===== config.mk =====
export PLATFORM = sky130hd
export DESIGN_NAME = regmove_sequencer_flat
export DESIGN_NICKNAME = d
export VERILOG_FILES = /design/src/rtl/regmove_sequencer_if.sv /design/src/rtl/regmove_sequencer.sv /design/src/flat_wrapper.sv
export SDC_FILE = /design/constraint.sdc
export NUM_CORES = 1
export LEC_CHECK = 0
export CORE_MARGIN = 1.5
export CORE_UTILIZATION = 41
export DETAILED_ROUTE_END_ITERATION = 16
export HOLD_SLACK_MARGIN = 0.15
export PLACE_DENSITY_LB_ADDON = 0.12
export SYNTH_ARGS = -nofsm -noshare
export SYNTH_HDL_FRONTEND = slang
export SYNTH_SLANG_ARGS = --single-unit

===== constraint.sdc =====
create_clock -name clkBar -period 2 [get_ports clkBar]
set_input_delay 0.6 -clock clkBar [delete_from_list [all_inputs] [get_ports clkBar]]
set_output_delay 0.6 -clock clkBar [all_outputs]
set_load 0.03 [all_outputs]

===== src/rtl/regmove_sequencer_if.sv =====
// ---------------------------------------------------------------------------
// regmove_sequencer_if
// Purpose : groups the move-request handshake and the register-bus control
//           signals of regmove_sequencer into one bundle.
// Modports: master - the requester (drives req*, observes everything else)
//           slave  - the sequencer (drives reqReady and all bus controls)
// Signals : reqValid/reqReady handshake, reqSrc (0=A 1=X 2=IMM 3=illegal),
//           reqDst {A,B,X,Q} mask, reqImm; assertBarA/assertBarX (active-low
//           drive enables), triggerA/B/X/Q load strobes, immOe/immOut,
//           done, err, busy status.
// ---------------------------------------------------------------------------
interface regmove_sequencer_if;
    logic       reqValid;
    logic       reqReady;
    logic [1:0] reqSrc;
    logic [3:0] reqDst;
    logic [7:0] reqImm;

    logic       assertBarA;
    logic       assertBarX;
    logic       triggerA;
    logic       triggerB;
    logic       triggerX;
    logic       triggerQ;
    logic       immOe;
    logic [7:0] immOut;
    logic       done;
    logic       err;
    logic       busy;

    modport master (
        output reqValid, reqSrc, reqDst, reqImm,
        input  reqReady, assertBarA, assertBarX,
        input  triggerA, triggerB, triggerX, triggerQ,
        input  immOe, immOut, done, err, busy
    );

    modport slave (
        input  reqValid, reqSrc, reqDst, reqImm,
        output reqReady, assertBarA, assertBarX,
        output triggerA, triggerB, triggerX, triggerQ,
        output immOe, immOut, done, err, busy
    );
endinterface


===== src/rtl/regmove_sequencer.sv =====
// ---------------------------------------------------------------------------
// regmove_sequencer
// Purpose : sequences register-to-register moves over a shared 8-bit bus with
//           four registers {A,B,X,Q}. Each move walks SETUP (source drives the
//           bus), LATCH (destination load strobes for one cycle) and HOLD
//           (source still driven, done pulses). Illegal requests (source 3 or
//           empty destination mask) are swallowed and answered with err.
// Ports   : clkBar   - sole clock, state updates on its rising edge
//           resetBar - asynchronous active-low reset
//           bus      - regmove_sequencer_if.slave (request handshake, bus
//                      drive enables, load strobes, status pulses)
// Config  : define REGSEQ_QUEUE_EN to insert a 2-entry request FIFO between
//           the request port and the FSM; without it a request is accepted
//           only while IDLE.
// ---------------------------------------------------------------------------
module regmove_sequencer (
    input  logic                 clkBar,
    input  logic                 resetBar,
    regmove_sequencer_if.slave   bus
);

    typedef enum logic [1:0] {
        IDLE  = 2'd0,
        SETUP = 2'd1,
        LATCH = 2'd2,
        HOLD  = 2'd3
    } stateT;

    typedef enum logic [1:0] {
        SRC_A   = 2'd0,
        SRC_X   = 2'd1,
        SRC_IMM = 2'd2,
        SRC_BAD = 2'd3
    } srcT;

    typedef struct packed {
        logic [1:0] src;
        logic [3:0] dst;
        logic [7:0] imm;
    } moveT;

    stateT state;
    stateT stateNext;
    moveT  cur;          // move currently being executed
    moveT  loadVal;      // move that enters SETUP on the next edge
    moveT  incoming;
    logic  loadCur;
    logic  readyEn;      // low in reset and until the first edge after release
    logic  errPulse;
    logic  accept;
    logic  illegal;
    logic  legalAccept;
    logic  driving;

    assign incoming    = {bus.reqSrc, bus.reqDst, bus.reqImm};
    assign illegal     = (bus.reqSrc == SRC_BAD) || (bus.reqDst == 4'b0000);
    assign accept      = bus.reqValid && bus.reqReady;
    assign legalAccept = accept && !illegal;

`ifdef REGSEQ_QUEUE_EN
    moveT       fifoMem [2];
    logic       wrPtr;
    logic       rdPtr;
    logic [1:0] fifoCount;
    logic       fifoPush;
    logic       fifoPop;

    // A full FIFO refuses a push even if HOLD pops on the same edge.
    assign bus.reqReady = readyEn && (fifoCount != 2'd2);
`else
    assign bus.reqReady = readyEn && (state == IDLE);
`endif

    // ---------------------------------------------------------------------
    // Next-state logic
    // ---------------------------------------------------------------------
    always_comb begin
        // NOTE: every signal gets a default first so no path leaves one
        // unassigned, which would otherwise infer a latch.
        stateNext = state;
        loadCur   = 1'b0;
        loadVal   = incoming;
`ifdef REGSEQ_QUEUE_EN
        fifoPop   = 1'b0;
`endif
        case (state)
            // IDLE and HOLD share the "start the next move" decision: a
            // buffered request has priority, otherwise a request arriving
            // this cycle goes straight to SETUP so latency stays N+1.
            IDLE, HOLD: begin
                stateNext = IDLE;
`ifdef REGSEQ_QUEUE_EN
                if (fifoCount != 2'd0) begin
                    stateNext = SETUP;
                    loadCur   = 1'b1;
                    loadVal   = fifoMem[rdPtr];
                    fifoPop   = 1'b1;
                end else
`endif
                if (legalAccept) begin
                    stateNext = SETUP;
                    loadCur   = 1'b1;
                    loadVal   = incoming;
                end
            end
            SETUP:   stateNext = LATCH;
            LATCH:   stateNext = HOLD;
            default: stateNext = IDLE;
        endcase
    end

`ifdef REGSEQ_QUEUE_EN
    // A legal request is buffered unless it was taken directly into SETUP.
    assign fifoPush = legalAccept && !(loadCur && !fifoPop);
`endif

    // ---------------------------------------------------------------------
    // State registers
    // ---------------------------------------------------------------------
    // NOTE: sequential state uses non-blocking assignments so every flop
    // samples pre-edge values regardless of block ordering.
    always_ff @(posedge clkBar or negedge resetBar) begin
        if (!resetBar) begin
            state    <= IDLE;
            readyEn  <= 1'b0;
            errPulse <= 1'b0;
            cur      <= '0;
        end else begin
            state    <= stateNext;
            readyEn  <= 1'b1;
            errPulse <= accept && illegal;
            if (loadCur) begin
                cur <= loadVal;
            end
        end
    end

`ifdef REGSEQ_QUEUE_EN
    always_ff @(posedge clkBar or negedge resetBar) begin
        if (!resetBar) begin
            wrPtr     <= 1'b0;
            rdPtr     <= 1'b0;
            fifoCount <= 2'd0;
        end else begin
            if (fifoPush) begin
                wrPtr <= ~wrPtr;
            end
            if (fifoPop) begin
                rdPtr <= ~rdPtr;
            end
            fifoCount <= fifoCount + {1'b0, fifoPush} - {1'b0, fifoPop};
        end
    end

    // NOTE: FIFO storage has no reset; entries are only read while
    // fifoCount says they were written, and reset clears the count.
    always_ff @(posedge clkBar) begin
        if (fifoPush) begin
            fifoMem[wrPtr] <= incoming;
        end
    end
`endif

    // ---------------------------------------------------------------------
    // Outputs: decoded from state so an asynchronous reset releases the bus
    // and the strobes immediately.
    // ---------------------------------------------------------------------
    assign driving = (state != IDLE);

    always_comb begin
        bus.assertBarA = !(driving && (cur.src == SRC_A));
        bus.assertBarX = !(driving && (cur.src == SRC_X));
        bus.immOe      = driving && (cur.src == SRC_IMM);
        bus.immOut     = bus.immOe ? cur.imm : 8'h00;
        {bus.triggerA, bus.triggerB, bus.triggerX, bus.triggerQ} =
            (state == LATCH) ? cur.dst : 4'b0000;
        bus.done       = (state == HOLD);
        bus.err        = errPulse;
`ifdef REGSEQ_QUEUE_EN
        bus.busy       = driving || (fifoCount != 2'd0);
`else
        bus.busy       = driving;
`endif
    end

endmodule

===== src/flat_wrapper.sv =====
// flat-port wrapper written by rule: the top's interface ports become plain ports
module regmove_sequencer_flat 
  (clkBar, resetBar, bus_reqValid, bus_reqSrc, bus_reqDst, bus_reqImm, bus_reqReady, bus_assertBarA, bus_assertBarX, bus_triggerA, bus_triggerB, bus_triggerX, bus_triggerQ, bus_immOe, bus_immOut, bus_done, bus_err, bus_busy);
  regmove_sequencer_if bus_i ();
  input  logic clkBar;
  input  logic resetBar;
  input wire logic [$bits(bus_i.reqValid)-1:0] bus_reqValid;
  input wire logic [$bits(bus_i.reqSrc)-1:0] bus_reqSrc;
  input wire logic [$bits(bus_i.reqDst)-1:0] bus_reqDst;
  input wire logic [$bits(bus_i.reqImm)-1:0] bus_reqImm;
  output wire logic [$bits(bus_i.reqReady)-1:0] bus_reqReady;
  output wire logic [$bits(bus_i.assertBarA)-1:0] bus_assertBarA;
  output wire logic [$bits(bus_i.assertBarX)-1:0] bus_assertBarX;
  output wire logic [$bits(bus_i.triggerA)-1:0] bus_triggerA;
  output wire logic [$bits(bus_i.triggerB)-1:0] bus_triggerB;
  output wire logic [$bits(bus_i.triggerX)-1:0] bus_triggerX;
  output wire logic [$bits(bus_i.triggerQ)-1:0] bus_triggerQ;
  output wire logic [$bits(bus_i.immOe)-1:0] bus_immOe;
  output wire logic [$bits(bus_i.immOut)-1:0] bus_immOut;
  output wire logic [$bits(bus_i.done)-1:0] bus_done;
  output wire logic [$bits(bus_i.err)-1:0] bus_err;
  output wire logic [$bits(bus_i.busy)-1:0] bus_busy;
  assign bus_i.reqValid = bus_reqValid;
  assign bus_i.reqSrc = bus_reqSrc;
  assign bus_i.reqDst = bus_reqDst;
  assign bus_i.reqImm = bus_reqImm;
  assign bus_reqReady = bus_i.reqReady;
  assign bus_assertBarA = bus_i.assertBarA;
  assign bus_assertBarX = bus_i.assertBarX;
  assign bus_triggerA = bus_i.triggerA;
  assign bus_triggerB = bus_i.triggerB;
  assign bus_triggerX = bus_i.triggerX;
  assign bus_triggerQ = bus_i.triggerQ;
  assign bus_immOe = bus_i.immOe;
  assign bus_immOut = bus_i.immOut;
  assign bus_done = bus_i.done;
  assign bus_err = bus_i.err;
  assign bus_busy = bus_i.busy;
  regmove_sequencer u_core (.clkBar(clkBar), .resetBar(resetBar), .bus(bus_i));
endmodule

Yosys cells after proc, flatten, opt, wreduce, memory -nomap -nowiden
Cells that the tools add are included.
{"block": "word_totals", "reg_bits": 18, "input_bits": 17, "output_inout_bits": 19, "wordCells": 34}
{"block": "classes", "eq_ne": 6, "n_mux": 6, "n_reduce_logical": 16}
{"op": "$eq A2 B2 Y1 const B", "count": 4}
{"op": "$mux W8", "count": 1}
{"op": "$logic_and A1 B1 Y1", "count": 7}
{"op": "$pmux W2 S3", "count": 1}
{"op": "$eq A2 B1 Y1 const B", "count": 2}
{"op": "$logic_not A2 Y1", "count": 2}
{"op": "$logic_not A4 Y1", "count": 1}
{"op": "$mux W4", "count": 1}
{"op": "$logic_not A1 Y1", "count": 3}
{"op": "$mux W1", "count": 3}
{"op": "$reduce_bool A2 Y1", "count": 1}
{"op": "$reduce_or A2 Y1", "count": 1}
{"op": "$logic_or A1 B1 Y1", "count": 1}

Depth between registers and ports, before layout
Gate-level depths: netlist (run 1).
{"block": "logic_depth", "ltp_word": 6, "mapped_depth": 6}

Least setup slack after synthesis (run 1)
No wires, ideal clock.
{"block": "synth_timing", "path_kind": "register to output", "start": "register u_core.state[0]", "end": "output port bus_immOut[0]", "arrival_ns": 2.066, "required_time_ns": 1.400, "path_slack_ns": -0.666, "path_stages_with_launch": 5, "n_path_buf": 0, "cell_sequence": "dfrtp_1 -> inv_1 -> ha_1 -> nor3b_1 -> and2_1"}
{"block": "synth_between", "elab_chain_len": 3}
{"element": "start: declaration", "line_no": "regmove_sequencer.sv:42", "text": "stateT state;"}
{"element": "start signal: assignment", "line_no": "regmove_sequencer.sv:129", "text": "state <= stateNext;"}
{"element": "$reduce_bool A2 Y1", "line_no": "regmove_sequencer.sv:168", "text": "assign driving = (state != IDLE);"}
{"element": "$logic_and A1 B1 Y1", "line_no": "regmove_sequencer.sv:173", "text": "bus.immOe = driving && (cur.src == SRC_IMM);"}
{"element": "via bus_immOe", "line_no": "flat_wrapper.sv:18", "text": "output wire logic [$bits(bus_i.immOe)-1:0] bus_immOe;"}
{"element": "$mux W8", "line_no": "regmove_sequencer.sv:174", "text": "bus.immOut = bus.immOe ? cur.imm : 8'h00;"}
{"element": "end: declaration", "line_no": "flat_wrapper.sv:19", "text": "output wire logic [$bits(bus_i.immOut)-1:0] bus_immOut;"}
The timed path passes the listed nets, and every way through them passes these cells.

Worst setup path after layout (run 1)
{"block": "layout_timing", "start": "register u_core.state[0]", "end": "output port bus_immOut[4]"}
{"block": "layout_between", "elab_chain_len": 3}
{"element": "$reduce_bool A2 Y1", "line_no": "regmove_sequencer.sv:168"}
{"element": "$logic_and A1 B1 Y1", "line_no": "regmove_sequencer.sv:173"}
{"element": "$mux W8", "line_no": "regmove_sequencer.sv:174"}
Every way passes these cells.

==> impl_metrics.tcl, run 1 <==
set metrics [dict create \
    synthesis.area_um2 878.3 \
    status "finished with violations" \
    io_buffers 35 \
    end_kind "output port" \
    rsz0062_at_grt "yes" \
    worstSetupStartpoint "u_core.state[0]" \
    setup_tns_ps -1994 \
    muxShareOfSynthArea_pct 21.79 \
    antenna_cells 0 \
    core_um2 1982 \
    ys_top_cells_by_count "dfrtp_1, and2_1, mux2_4" \
    min-delay-start "u_core.cur[8]" \
    grt_overflow 0 \
    synth.distinct_cells 18 \
    htree_levels 1 \
    critPathBufInv 4 \
    cap_viol_max_count 0 \
    rows 16 \
    drt_iter0_markers 2 \
    final_nets 138 \
    cts.sinks 18 \
    root_buffer "clkbuf_4" \
    slew_violations 0 \
    crit_path_start_kind "flip-flop" \
    worst_path_largest_cell_delay_ps 380 \
    drive_gt1_share_pct 63.25 \
    grt_max_degree 19 \
    grt_pass1_vias 774 \
    fin_crit_sh_pct 111.2 \
    via_count 664 \
    synthArstFlopShare_pct 100.0 \
    ios 36 \
    grt_use_total_pct 19.22 \
    ys_warn_count 0 \
    dieArea_um2 2429 \
    syn-num-nets 83 \
    synth-edff-count 0 \
    fmax_mhz 449.7 \
    hp-class "reg -> reg" \
    antenna_found_initial 0 \
    synthSimpleGateAreaFrac_pct 14.96 \
    hold_end "u_core.cur[8]" \
    path_clk_slew_ps 90 \
    path_common_cell "buf_6" \
    arrival_ps 1620 \
    drc_errors 0 \
    rr_endpoint "u_core.cur[8]" \
    die_w_um 49.29 \
    dieHeight_um 49.29 \
    areaGrowthSynthToFinish_pct 70.51 \
    reg2regPathDepth 8 \
    synth_seq_area_share_pct 51.28 \
    violations "negative setup slack" \
    grt_pass1_wl_um 3532 \
    holdPathStages 1 \
    ir_drop_v 0.001104 \
    utilization_pct 75.57 \
    cts_tree "done" \
    synthTopCellsByArea "dfrtp_1, mux2_4, and2_1" \
    r2r_slack_ps 120 \
    yosysMostFrequentCell "dfrtp_1" \
    globalplace.congestion 0.6916 \
    fin_crit_ps 2224 \
    finalSetupViolCount 11 \
    cts_buffers 3 \
    clk_path_buf_depth 2 \
    postRouteAntennaNets 0 \
    powerDensity_nw_per_um2 1495 \
    hold_viol_final 0 \
    synth_top_family_by_area "multiplexers" \
    path_class "reg -> out" \
    leakagePower_nw 0.6949 \
    fin_ws_ps -223.6 \
    synth.largest_area_cell "dfrtp_1" \
    required_ps 1400 \
    dp.final_hpwl_um 1489 \
    path_max_fanout 5 \
    syn_inst 63 \
    clock_latency_ps 280 \
    synth_top_area_share_pct 51.28 \
    crit_path_top_delay_cell "dfrtp_1" \
    yosys_most_used_dff "dfrtp_1" \
    crit_chain "inv_2 > ha_4 > buf_6 > nor3b_4 > buf_6 > and2_4 > buf_6" \
    first_pass_iters 2 \
    rr_startpoint "u_core.state[0]" \
    initial_core_util_pct 44.32 \
    synth_xor_area_share_pct 0 \
    synth-compound-area-share_pct 4.701 \
    wl_um 2008 \
    cp_top_family "buffers and inverters" \
    wl_per_cell_um 13.94 \
    synth_seq_cells 18 \
    synthAdderAreaFrac_pct 4.274 \
    vias_per_cell 4.611 \
    skew_ps 7.852 \
    avgSynthCellArea_um2 13.94 \
]
[state kept, by name (all words and copies together), names as in the netlist]
| signal | flops |
|---|---|
| u_core.readyEn | 1 |
| u_core.bus.err | 1 |
| u_core.cur | 14 |
| u_core.state | 2 |
[layout make-up]
type | count | area (um^2)
Clock buffer | 4 | 36.28
Fill cell | 131 | 484.2
Inverter | 3 | 11.26
Multi-Input combinational cell | 41 | 479.2
Sequential cell | 18 | 450.4
Tap cell | 27 | 33.78
Timing Repair Buffer | 51 | 486.7
[where the power goes]
group          total [mW]  switching (mW)  leakage (nW)  internal [mW]
logic                1.41           0.634         0.453          0.781
registers           0.612          0.0867         0.220          0.525
clock network       0.213           0.102        0.0210          0.111
[metal layers]
layer	vias to the layer above	global-route usage [%]	part of all wire, %
met4	0	5.714	0.60
met5	-	0	0
met2	20	34.68	55
li1	320	-	-
met3	2	3.374	4.1
met1	322	23.03	40
[cells in the final DEF, fill, tap and decap left out, drive strengths merged]
cell,n
mux2,14
clkbuf,5
a21oi,1
and2,13
nand2,1
nor4,1
a21o,1
or3,1
buf,33
inv,3
dfrtp,18
nor3b,1
a2111oi,1
nand3,1
clkdlybuf4s50,17
ha,3
nor2,2
conb,1
[worst register-to-register path: stages, from the launching register on]
cell	delay, ps
dfrtp_1	400
inv_2	80
ha_4	130
buf_6	90
buf_4	130
nand3_2	130
a2111oi_4	230
buf_4	240
mux2_2	340
[cells by family after synthesis]
| family | after synthesis |
|---|---|
| AOI/OAI and AO/OA | 3 |
| buffers and inverters | 4 |
| other | 1 |
| DFF | 18 |
| adders and majority gates | 3 |
| and+or+nand+nor | 20 |
| muxes | 14 |
[worst max-delay path by stage]
stage,cells past startpoint,endpoint
after floorplan,4,bus_immOut[0]
after CTS,7,bus_immOut[4]
after global placement,5,u_core.cur[9]
after global routing,7,bus_immOut[4]
after detailed placement,5,u_core.cur[8]
final,7,bus_immOut[4]
[repair_timing]
item / 4_1_cts / 5_1_grt
cloned: 1 / 0
pin swaps: 11 / 2
hold buffers: 0 / 0
endpoints found under the setup margin: 15 / 14
gates resized for setup: 24 / 13
buffers inserted: 2 / 2
[through the flow]
step / setup slack, ps / power, mW / hold WS, ps / cells / cell area (um^2)
6_report: -223.6 / 2.239 / 506.7 / 144 / 1498
3_3_place_gp: -169.2 / 1.773 / 483.7 / 136 / 1345
2_1_floorplan: 0.7522 / 1.384 / 304.4 / 63 / 922.1
5_1_grt: -320.5 / 2.380 / 520.4 / 144 / 1498
4_1_cts: -232.0 / 2.181 / 512.5 / 142 / 1469
3_5_place_dp: -221.4 / 1.812 / 488.7 / 136 / 1345
No activity file was read; power rests on OpenSTA's default activity.
==> run 2: changes to the inputs <==
--- a/config.mk
+++ b/config.mk
@@ -8,8 +8,10 @@
 export CORE_MARGIN = 1.5
 export CORE_UTILIZATION = 41
 export DETAILED_ROUTE_END_ITERATION = 16
+export GPL_TIMING_DRIVEN = 0
 export HOLD_SLACK_MARGIN = 0.15
 export PLACE_DENSITY_LB_ADDON = 0.12
+export SKIP_CTS_REPAIR_TIMING = 1
 export SYNTH_ARGS = -nofsm -noshare
 export SYNTH_HDL_FRONTEND = slang
 export SYNTH_SLANG_ARGS = --single-unit
==> run 2 against run 1 <==
The run still ends with negative setup slack left. Register-to-register slack worse by 30 ps. Global-route usage shrank 3.8 points. Critical path depth fell by 1. Worst hold slack gained 15 ps. Via count is 4.4% lower.
==> impl_metrics.tcl, run 2 (synthesized netlist as in run 1, its figures left out) <==
set metrics [dict create \
    grt_overflow 0 \
    root_buffer "clkbuf_4" \
    first_pass_iters 3 \
    setup_tns_ps -1049 \
    dieArea_um2 2429 \
    cts_buffers 3 \
    cap_viol_max_count 0 \
    skew_ps 4.623 \
    slew_violations 0 \
    dp.cells 125 \
    io_buffers 35 \
    ios 36 \
    fmax_mhz 467.9 \
    leakagePower_nw 0.6797 \
    finalSetupViolCount 9 \
    wl_per_cell_um 12.59 \
    dp_slack_ps -505.9 \
    top_regs "u_core.cur x14, u_core.state x2" \
    largest_reg_flops 14 \
    initial_core_util_pct 44.32 \
    utilization_pct 72.10 \
    grt_max_degree 19 \
    r2r_slack_ps 90 \
    violations "negative setup slack" \
    ir_drop_v 0.0009092 \
    antenna_cells 0 \
    antenna_found_initial 0 \
    fin_crit_ps 2137 \
    htree_levels 1 \
    tightest_slew_ps 790.9 \
    instances_no_fill 138 \
    grt_pass1_vias 670 \
    path_class "reg -> out" \
    fin_ws_ps -137.1 \
    clk_path_buf_depth 2 \
    largest-register "u_core.cur" \
    core_um2 1982 \
    powerDensity_nw_per_um2 1449 \
    end_kind "output port" \
    nFillCells 157 \
    drc_errors 0 \
    fin_crit_sh_pct 106.9 \
    path_max_fanout 9 \
    via_count 635 \
    drive_gt1_share_pct 55.86 \
    crit_path_start_kind "flip-flop" \
    path_clk_slew_ps 100 \
    final_cell_mix "dfrtp_1, clkdlybuf4s50_1, buf_6" \
    postLayoutCellArea_um2 1429 \
    vias_per_cell 4.601 \
    layout_commonest_cell "dfrtp_1" \
    grt_use_total_pct 15.46 \
    grt_pass1_wl_um 2891 \
    hp-class "reg -> reg" \
    wl_um 1737 \
    rsz0062_at_grt "yes" \
    multiInputGateArea_um2 464.2 \
    globalplace.congestion 0.6808 \
    cts.sinks 18 \
    status "finished with violations" \
    die_w_um 49.29 \
    rows 16 \
    postRouteAntennaNets 0 \
    arrival_ps 1540 \
    dp.final_hpwl_um 1182 \
    dieHeight_um 49.29 \
    required_ps 1400 \
    cts_tree "done" \
    final_nets 132 \
    placed_area_um2 1306 \
    clock_latency_ps 290 \
    seq_area_um2 450.4 \
    drt_iter0_markers 4 \
    areaGrowthSynthToFinish_pct 62.68 \
    hold_viol_final 0 \
    slew_headroom_pct 47.11 \
]
[run 2: cell count changes in the layout (fill, tap and decap cells not counted), moves of 2 or more]
cell and delta:
and2_4 -2, buf_2 +2, buf_4 -7, buf_6 -7, clkbuf_2 +2, dlymetal6s2s_1 +3
[run 2: layout make-up]
| type | instances | share of cell area (%) |
|---|---|---|
| multi-input combinational | 41 | 32.49 |
| inverter | 3 | 0.7881 |
| clock buffer | 4 | 2.539 |
| sequential | 18 | 31.52 |
| buffer | 1 | 0.7881 |
| tap | 27 | 2.364 |
| timing repair buffer | 44 | 29.51 |
[run 2: final timing paths]
check	depth (start not counted)	from	endpoint
worst min-delay path	1	u_core.cur[0]	u_core.cur[0]
worst max register to register	8	u_core.state[0]	u_core.cur[12]
max in group asynchronous	1	resetBar	u_core.cur[0]
worst max-delay path	6	u_core.state[0]	bus_immOut[0]
min in group asynchronous	1	resetBar	u_core.cur[9]
worst min register to register	1	u_core.cur[0]	u_core.cur[0]
[run 2: where the power goes]
group | switching (mW) | internal (mW)
clock | 0.109 | 0.111
combinational | 0.555 | 0.665
sequential | 0.106 | 0.525
[run 2: layer usage]
layer	GRT usage (%)	up-vias	part of all wire, %
li1	-	309	-
met5	0	-	0
met2	24.77	20	50
met3	3.681	2	6.1
met4	7.143	0	0.69
met1	19.57	304	43
[run 2: through the flow]
step                      hold WS (ps)  power (mW)
after floorplan                  304.4       1.384
after global placement           483.7       1.730
after detailed placement         496.2       1.751
after CTS                        519.7       1.975
after global routing             540.7       2.183
final                            522.1       2.070
[run 2: worst max-delay path: stages, from the launching register on]
cell,delay (ps)
dfrtp_1,370
inv_2,60
ha_4,180
nor3b_4,220
buf_12,150
and2_4,120
buf_4,140
==> run 3: changes to the inputs <==
--- a/config.mk
+++ b/config.mk
@@ -5,6 +5,7 @@
 export SDC_FILE = /design/constraint.sdc
 export NUM_CORES = 1
 export LEC_CHECK = 0
+export ABC_CLOCK_PERIOD_IN_PS = 2000
 export CORE_MARGIN = 1.5
 export CORE_UTILIZATION = 41
 export DETAILED_ROUTE_END_ITERATION = 16
==> results of run 3 <==
The final DEF is identical to that of run 2; final timing and power are the same.
